### config.mk
export PLATFORM = sky130hd
export DESIGN_NAME = tile_addr_gen
export DESIGN_NICKNAME = d
export VERILOG_FILES = /design/src/rtl/tile_addr_gen.sv
export SDC_FILE = /design/constraint.sdc
export NUM_CORES = 1
export LEC_CHECK = 0
export CORE_ASPECT_RATIO = 0.7
export CORE_MARGIN = 1.5
export CORE_UTILIZATION = 59
export DETAILED_ROUTE_END_ITERATION = 8
export MAX_ROUTING_LAYER = met4
export PLACE_DENSITY = 0.93
export SLEW_MARGIN = 10
export SYNTH_ARGS = -nofsm -noshare
export SYNTH_HDL_FRONTEND = slang
export SYNTH_SLANG_ARGS = --single-unit
### constraint.sdc
create_clock -name clk -period 13.9 [get_ports clk]
set_input_delay 2.78 -clock clk [delete_from_list [all_inputs] [get_ports clk]]
set_output_delay 2.78 -clock clk [all_outputs]
set_load 0.03 [all_outputs]
### src/rtl/tile_addr_gen.sv
// Row/col/chan nested-loop address generator with border padding. Addresses come
// from running accumulators (no multipliers) and leave on a valid/ready beat stream.
module tile_addr_gen #(
    parameter int unsigned           ADDR_WIDTH = 32,
    parameter int unsigned           IDX_WIDTH  = 8,
    parameter logic [ADDR_WIDTH-1:0] NULL_ADDR  = {(ADDR_WIDTH/4){4'h9}}
) (
    input  logic                  clk,
    input  logic                  rst,
    input  logic                  start,
    input  logic                  abort,
    input  logic [ADDR_WIDTH-1:0] cfg_base,
    input  logic [IDX_WIDTH-1:0]  cfg_rows,
    input  logic [IDX_WIDTH-1:0]  cfg_cols,
    input  logic [IDX_WIDTH-1:0]  cfg_chans,
    input  logic [ADDR_WIDTH-1:0] cfg_row_stride,
    input  logic [ADDR_WIDTH-1:0] cfg_col_stride,
    input  logic [ADDR_WIDTH-1:0] cfg_chan_stride,
    input  logic [IDX_WIDTH-1:0]  cfg_pad,
    output logic [ADDR_WIDTH-1:0] addr_o,
    output logic                  addr_valid,
    input  logic                  addr_ready,
    output logic [IDX_WIDTH-1:0]  row_o,
    output logic [IDX_WIDTH-1:0]  col_o,
    output logic [IDX_WIDTH-1:0]  chan_o,
    output logic                  pad_o,
    output logic                  last_o,
    output logic                  busy,
    output logic                  done,
    output logic [1:0]            dbg_state_o
);

    typedef enum logic [1:0] {
        S_IDLE = 2'd0,
        S_RUN  = 2'd1,
        S_DONE = 2'd2
    } state_t;

    localparam logic [IDX_WIDTH-1:0] IDX_ZERO = '0;
    localparam logic [IDX_WIDTH-1:0] IDX_ONE  = {{(IDX_WIDTH-1){1'b0}}, 1'b1};

    // Index i is interior when P <= i < n-P; the extra bit keeps i+P from overflowing,
    // and 2P >= n naturally leaves no interior index.
    function automatic logic in_range(input logic [IDX_WIDTH-1:0] i,
                                      input logic [IDX_WIDTH-1:0] n,
                                      input logic [IDX_WIDTH-1:0] p);
        logic [IDX_WIDTH:0] ie, ne, pe;
        ie = {1'b0, i};
        ne = {1'b0, n};
        pe = {1'b0, p};
        return (ie >= pe) && ((ie + pe) < ne);
    endfunction

    state_t                state_q;
    logic [IDX_WIDTH-1:0]  rows_q, cols_q, chans_q, padw_q;
    logic [ADDR_WIDTH-1:0] rs_q, cs_q, chs_q;
    logic [IDX_WIDTH-1:0]  row_q, col_q, chan_q;
    logic [ADDR_WIDTH-1:0] row_acc_q, col_acc_q, ch_acc_q;
    logic [ADDR_WIDTH-1:0] addr_q;
    logic                  valid_q, pad_q, last_q, done_q;

    logic [IDX_WIDTH-1:0]  row_d, col_d, chan_d;
    logic [ADDR_WIDTH-1:0] row_acc_d, col_acc_d, ch_acc_d, addr_d;
    logic                  pad_d, last_d;
    logic [IDX_WIDTH-1:0]  rows_m1, cols_m1, chans_m1;
    logic                  row_int, col_int;
    logic                  first_pad, first_last, zero_dim;
    logic [ADDR_WIDTH-1:0] first_addr;

    assign rows_m1  = rows_q - IDX_ONE;
    assign cols_m1  = cols_q - IDX_ONE;
    assign chans_m1 = chans_q - IDX_ONE;
    assign row_int  = in_range(row_q, rows_q, padw_q);
    assign col_int  = in_range(col_q, cols_q, padw_q);

    assign zero_dim   = (cfg_rows == IDX_ZERO) || (cfg_cols == IDX_ZERO) || (cfg_chans == IDX_ZERO);
    assign first_pad  = !(in_range(IDX_ZERO, cfg_rows, cfg_pad) && in_range(IDX_ZERO, cfg_cols, cfg_pad));
    assign first_last = (cfg_rows == IDX_ONE) && (cfg_cols == IDX_ONE) && (cfg_chans == IDX_ONE);
    assign first_addr = first_pad ? NULL_ADDR : cfg_base;

    // Next beat after the current one; row/col accumulators only step past interior indices.
    always_comb begin
        chan_d    = chan_q + IDX_ONE;
        col_d     = col_q;
        row_d     = row_q;
        ch_acc_d  = ch_acc_q + chs_q;
        col_acc_d = col_acc_q;
        row_acc_d = row_acc_q;
        if (chan_q == chans_m1) begin
            chan_d    = IDX_ZERO;
            col_d     = col_q + IDX_ONE;
            col_acc_d = col_int ? (col_acc_q + cs_q) : col_acc_q;
            if (col_q == cols_m1) begin
                col_d     = IDX_ZERO;
                row_d     = row_q + IDX_ONE;
                row_acc_d = row_int ? (row_acc_q + rs_q) : row_acc_q;
                col_acc_d = row_acc_d;
            end
            ch_acc_d = col_acc_d;
        end
        pad_d  = !(in_range(row_d, rows_q, padw_q) && in_range(col_d, cols_q, padw_q));
        last_d = (row_d == rows_m1) && (col_d == cols_m1) && (chan_d == chans_m1);
        addr_d = pad_d ? NULL_ADDR : ch_acc_d;
    end

    // Handshake: a beat moves when addr_valid && addr_ready at a rising edge. While
    // addr_valid is high and addr_ready low, addr_o/indices/pad_o/last_o hold, and
    // addr_valid only falls after a transfer, on abort, or on reset.
    always_ff @(posedge clk or posedge rst) begin
        if (rst) begin
            state_q   <= S_IDLE;
            rows_q    <= '0;
            cols_q    <= '0;
            chans_q   <= '0;
            padw_q    <= '0;
            rs_q      <= '0;
            cs_q      <= '0;
            chs_q     <= '0;
            row_q     <= '0;
            col_q     <= '0;
            chan_q    <= '0;
            row_acc_q <= '0;
            col_acc_q <= '0;
            ch_acc_q  <= '0;
            addr_q    <= '0;
            valid_q   <= 1'b0;
            pad_q     <= 1'b0;
            last_q    <= 1'b0;
            done_q    <= 1'b0;
        end else begin
            done_q <= 1'b0;
            case (state_q)
                S_IDLE: begin
                    if (start && !abort) begin
                        rows_q    <= cfg_rows;
                        cols_q    <= cfg_cols;
                        chans_q   <= cfg_chans;
                        padw_q    <= cfg_pad;
                        rs_q      <= cfg_row_stride;
                        cs_q      <= cfg_col_stride;
                        chs_q     <= cfg_chan_stride;
                        row_q     <= '0;
                        col_q     <= '0;
                        chan_q    <= '0;
                        row_acc_q <= cfg_base;
                        col_acc_q <= cfg_base;
                        ch_acc_q  <= cfg_base;
                        if (zero_dim) begin
                            state_q <= S_DONE;
                            done_q  <= 1'b1;
                        end else begin
                            state_q <= S_RUN;
                            valid_q <= 1'b1;
                            addr_q  <= first_addr;
                            pad_q   <= first_pad;
                            last_q  <= first_last;
                        end
                    end
                end
                S_RUN: begin
                    if (abort) begin
                        state_q <= S_IDLE;
                        valid_q <= 1'b0;
                        pad_q   <= 1'b0;
                        last_q  <= 1'b0;
                    end else if (valid_q && addr_ready) begin
                        if (last_q) begin
                            state_q <= S_DONE;
                            valid_q <= 1'b0;
                            pad_q   <= 1'b0;
                            last_q  <= 1'b0;
                            done_q  <= 1'b1;
                        end else begin
                            row_q     <= row_d;
                            col_q     <= col_d;
                            chan_q    <= chan_d;
                            row_acc_q <= row_acc_d;
                            col_acc_q <= col_acc_d;
                            ch_acc_q  <= ch_acc_d;
                            addr_q    <= addr_d;
                            pad_q     <= pad_d;
                            last_q    <= last_d;
                        end
                    end
                end
                S_DONE:  state_q <= S_IDLE;
                default: state_q <= S_IDLE;
            endcase
        end
    end

    assign addr_o      = addr_q;
    assign addr_valid  = valid_q;
    assign row_o       = row_q;
    assign col_o       = col_q;
    assign chan_o      = chan_q;
    assign pad_o       = pad_q;
    assign last_o      = last_q;
    assign done        = done_q;
    assign busy        = (state_q != S_IDLE);
    assign dbg_state_o = state_q;

endmodule

### Yosys cells after proc, flatten, opt, wreduce, memory -nomap -nowiden

Cells that the tools add are included.

* flip-flop bits (word level): 286
* input port bits: 165
* output and inout port bits: 63

* add/subtract/negate cells: 13
* $lt $le $gt $ge: 11
* equal/unequal tests: 18
* mux-type cells: 76
* reductions and logical operators: 33

Operator list (number)
* $mux W32: 24
* $pmux W32 S2: 4
* $mux W8: 15
* $add A32 B32 Y32: 3
* $pmux W8 S2: 3
* $eq A8 B8 Y1: 5
* $add A8 B8 Y9: 4
* $lt A9 B8 Y1: 4
* $ge A8 B8 Y1: 4
* $add A8 B1 Y8 const B: 3
* $eq A8 B1 Y1 const B: 3
* $logic_not A8 Y1: 3
* $sub A8 B1 Y8 const B: 3
* $mux W1: 20
* $lt A8 B8 Y1: 2
* $logic_and A1 B1 Y1: 14
* $ne A2 B2 Y1 const B: 7
* $reduce_and A6 Y1: 2
* $mux W2: 5
* $reduce_and A5 Y1: 2
* $ge A1 B8 Y1 const A: 1
* $pmux W1 S2: 4
* $reduce_and A7 Y1: 1
* $ne A3 B3 Y1 const B: 2
* other kinds (9): 13

### Logic depth before layout (Yosys ltp)

* depth in word-level cells: 13
* gate-level depth with buffers: 32
* depth with buffers taken out: 31

### Worst setup path before layout

No wires, ideal clock.

* kind: reg-to-reg
* from: reg cols_q[0]
* to: reg addr_q[9] (netlist: addr_o[9])
* library setup time: 0.065 ns
* arrival time: 5.936 ns
* required time: 13.835 ns
* slack: 7.899 ns
* stages on the path, launching flop included: 33
* buffers on the path: 3
* clock period less this slack: 6.001 ns
* cells stage by stage: dfrtp_1 > inv_1 > ha_1 > nor3b_1 > and3_1 > xnor3_1 > nor4b_2 > and2_1 > buf_6 > buf_6 > buf_2 > o21ai_0 > nand2_1 > o21ai_0 > ha_1 > nor2_1 > nor2_1 > o21bai_1 > a21oi_1 > nor2_1 > nor2_1 > o21ai_0 > xnor2_1 > ha_1 > or4_1 > nor2_1 > nand4_1 > a211oi_1 > o41ai_1 > nor2_1 > nand2_1 > a2111oi_0 > a211o_1

* cells in the longest elaborated chain, start to end: 13
* elaborated cells between the ends (all ways): 25
* classes of those cells: add/sub: 3; order compare: 5; eq/ne: 1; mux: 12; reduce/logical: 4

Ends and longest elaborated chain
* start: declaration: RTL line 55 `logic [IDX_WIDTH-1:0] rows_q, cols_q, chans_q, padw_q;`
* start signal: assignment: RTL line 136 `cols_q <= cfg_cols;`
* $sub A8 B1 Y8: RTL line 71 `assign cols_m1 = cols_q - IDX_ONE;`
* $eq A8 B8 Y1: RTL line 93 `if (col_q == cols_m1) begin`
* $mux W8: RTL line 93
* $mux W8: RTL line 89 `if (chan_q == chans_m1) begin`
* $add A8 B8 Y9: RTL line 51 `return (ie >= pe) && ((ie + pe) < ne);`
* $lt A9 B8 Y1: RTL line 51
* $logic_and A1 B1 Y1: RTL line 51
* $logic_and A1 B1 Y1: RTL line 101 `pad_d = !(in_range(row_d, rows_q, padw_q) && in_range(col_d, cols_q, padw_q));`
* $mux W32 *: RTL line 103 `addr_d = pad_d ? NULL_ADDR : ch_acc_d;`
* $mux W32 *: RTL line 167 `if (last_q) begin`
* $mux W32 *: RTL line 166 `end else if (valid_q && addr_ready) begin`
* $mux W32 *: RTL line 161 `if (abort) begin`
* $pmux W32 S2 *: RTL line 132 `case (state_q)`
* end signal: assignment: RTL line 154 `addr_q <= first_addr;`
* end signal: assignment: RTL line 180 `addr_q <= addr_d;`
* end: declaration: RTL line 59 `logic [ADDR_WIDTH-1:0] addr_q;`

Every way passes the cells marked *; elsewhere a longest branch is shown, timed or not. The select of a mux whose other input is x is not followed.
A chain may end at the register's enable or synchronous reset.

### Worst setup path in the final report

Same ends and word-level chain as after synthesis.

==> out/qor.txt <==
Critical R2R Launch = cols_q[0]
reg2reg end = addr_o[9]
# setup viols final = 0
Die Ht = 167 um
Mean Syn Cell Area = 8.74 um^2
mux cell area share after synthesis = 6.27%
library cells used by synthesis = 89
PostCTS Resize Cnt = 0
final estimated routing congestion in global placement = 1.08
root buf cell = clkbuf_16
P&R area growth vs syn = 16.7%
fin crit share = 56.7%
Total Neg Setup Slack = 0 ns
minimum clock period = 7.88 ns
top routing layer in use = met4
synthesis warning total = 0
worst-margin pin slew = 1.32 ns
Routed WL per cell = 27.3 um
FFs w/ async S/R, synth = 100%
H-tree depth = 1
Synth Area in Compound Gates = 24.5%
drt pass-1 iters = 7
clock network power share = 20.9%
max incr delay on CP = 0.73 ns
Cells after Synth = 2592
top cells by area, synth = dfrtp_1, ha_1, mux2_2
Power Internal = 2.51 mW
PD cells = 175 mW/mm^2
Final Hold Vio Count = 0
Worst Skew = 0.0238 ns
Vias = 22.9k
share of layout cells above drive strength 1 = 8.25%
Final Max Tran Viols = 0
Clock Latency Late Sink = 0.63 ns
status = complete, no violations
fill count = 2847
register share of total power = 27.3%
Reg2Reg Setup Slack = 6.02 ns
combinational power share = 51.8%
kind of critical path = flop to flop
first-pass GRT wire length = 133 mm
CTS Buffer Depth = 3
sw frac = 45.7%
R2R depth = 30
most common cell after layout, fill and taps aside = dfrtp_1
Die W = 237 um
fraction of the mapped netlist area in adder cells = 12.1%
wl on met1 = 36.6 mm
Post-synth EDFFs = 0
IO Pins = 228
Slowest-stage cell, CP = nor2_1
placed cells = 3209
peak fanout along the critical path = 46
RSZ-0062 raised after global routing = no
Post-CTS Setup Repair Bufs = 0
Hold/Removal Path Class = flop to flop
Post-Synth XOR/XNOR Area = 5.80%
Routed WL = 89.1 mm
initial antenna violation count = 2
number of global-route vias before repair = 21.6k
Post-Syn Nets = 2971
total core area = 0.0375 mm^2
maximum VDD drop = 0.000188 V
Most Frequent Cell on Critical Path = nor2_1
final HPWL from detailed placement = 67.4 mm
Worst slew margin = 11.2%
Synth top area share = 31.6%
site row count = 59
GRT Util Overall = 45.6%
CP required = 14.47 ns
Hold Path Depth = 2
Arr. time, crit path = 8.45 ns
Worst-path clk slew = 0.07 ns
#FFs+latches synth = 286
Vias/cell = 7.00
most frequent cells in the layout = dfrtp_1, nand2_1, clkdlybuf4s50_1, ha_1, nor2_1
Final Non-Filler Cells = 3268
cts-stage hold buffer count = 0
largest family of logic cells by synthesized area = compound AO/OA/AOI/OAI gates
met2 WL = 34.9 mm
max-cap viol count = 0
area leader, netlist = dfrtp_1
Simple-Gate Fraction of Synth Area = 15.7%
antenna violation net count after detailed routing = 0
Buffers on Ports = 227
DR WL met3 = 13.6 mm
CTS sink count = 286
Mapped Area = 0.0226 mm^2
top_reg_cell synth = dfrtp_1
DIE AREA = 0.0396 mm^2
LEAKAGE = 11.3 nW
CTS Buf Count = 31
Residual DRC = 0
Seq/Total Area, Yosys = 31.6%
gr ovfl total = 0
nets@finish = 3133
fmax = 127 MHz
startpoint types = flop
largest net degree at the start of global routing = 161
DR iter-0 viols = 3562
HP Start = ch_acc_q[9]
Sw Pwr = 2.11 mW
initial core utilization = 60.4%
CTS tree = built
Critical Path End Type = flop
Hold Crit Endpoint = ch_acc_q[9]
==> per-stage QoR <==
step           cell area [um^2]  util, %  setup WS, ns  hold slack (ns)  total power [mW]
2_1_floorplan             22600        -          3.23            0.453              2.75
3_3_place_gp              25300     67.4          6.71            0.473              3.45
3_5_place_dp              25300     67.4          6.33            0.484              3.52
4_1_cts                   26400     70.5          6.29            0.499              4.50
5_1_grt                   26400     70.5          5.56            0.529              4.82
6_report                  26400     70.5          6.02            0.492              4.62
==> sequential cells by signal (all words and copies together), names as in the netlist <==
register / flops
addr_o: 32
addr_valid: 1
ch_acc_q: 32
chan_o: 8
chans_q: 8
chs_q: 32
col_acc_q: 32
col_o: 8
cols_q: 8
cs_q: 32
dbg_state_o: 2
done: 1
last_o: 1
pad_o: 1
padw_q: 8
row_acc_q: 32
row_o: 8
rows_q: 8
rs_q: 32
==> how the worst max path moves through the flow <==
| stage | from | to | slack (ns) | cells past startpoint |
|---|---|---|---|---|
| 2_1_floorplan | rst | addr_o[0] | 3.23 | 1 |
| 4_1_cts | cols_q[0] | addr_o[9] | 6.29 | 30 |
| 5_1_grt | cols_q[0] | addr_o[9] | 5.56 | 30 |
| 3_3_place_gp | cols_q[0] | addr_o[9] | 6.71 | 30 |
| 6_report | cols_q[0] | addr_o[9] | 6.02 | 30 |
| 3_5_place_dp | cols_q[0] | addr_o[9] | 6.33 | 30 |
==> layer usage <==
layer  up-vias  GRT usage (%)
met5         -              -
met4         0           16.1
met3       285           15.9
met2      1763           60.8
met1     10900           63.2
li1       9922              -
==> cells by family (layout without fill, tap and decap cells) <==
family,Yosys count,count (layout)
mux,128,128
fa+ha+maj,214,214
xor+xnor,142,142
compound gates,842,842
other cells,0,3
buf+inv,231,416
flops,286,286
simple gates,749,749
==> area by class of cell <==
class                           instances  area, um^2  share of cell area, %
Multi-Input combinational cell       2075       14600                   55.3
Sequential cell                       286        7160                   27.1
Timing Repair Buffer                  254        2490                   9.41
Clock buffer                           42         887                   3.36
Tap cell                              488         611                   2.31
Inverter                              106         405                   1.53
Clock inverter                         14         263                  0.994
Antenna cell                            3        7.51                 0.0284
==> worst max-delay path: cells and delay by family (launching register included) <==
family,cells,cell delay (ns)
AOI/OAI and AO/OA,8,1.58
xor gates and xnor gates,3,0.88
adders and majority gates,3,0.84
buffers and inverters,2,0.62
DFF,1,0.49
and+or+nand+nor,14,3.40
==> power by group through the flow <==
stage | Combinational, mW | Clock [mW] | Sequential, mW
2_1_floorplan | 1.61 | 0 | 1.14
3_3_place_gp | 2.21 | 0 | 1.24
3_5_place_dp | 2.27 | 0 | 1.25
4_1_cts | 2.30 | 0.963 | 1.24
5_1_grt | 2.56 | 0.997 | 1.26
6_report | 2.39 | 0.967 | 1.26
==> synthesized netlist by cell type (16+ instances only) <==
| master | number |
|---|---|
| or3_1 | 16 |
| o31ai_1 | 36 |
| and2_1 | 16 |
| dfrtp_1 | 286 |
| a22o_1 | 21 |
| nor2b_1 | 24 |
| a31oi_1 | 60 |
| a21oi_1 | 185 |
| nand4_1 | 24 |
| ha_1 | 207 |
| a21o_1 | 55 |
| o21ai_0 | 192 |
| nor2_1 | 195 |
| o211ai_1 | 33 |
| o22a_1 | 19 |
| nand3_1 | 54 |
| mux2i_1 | 18 |
| inv_1 | 106 |
| nand2b_1 | 27 |
| nand2_1 | 251 |
| clkbuf_1 | 95 |
| buf_2 | 20 |
| o21bai_1 | 20 |
| o21a_1 | 36 |
| a211oi_1 | 28 |
| xor2_1 | 49 |
| xnor2_1 | 88 |
| nor3_1 | 43 |
| nor4_1 | 22 |
| and3_1 | 27 |
| mux2_2 | 110 |
Power figures use the tool's default switching activity.
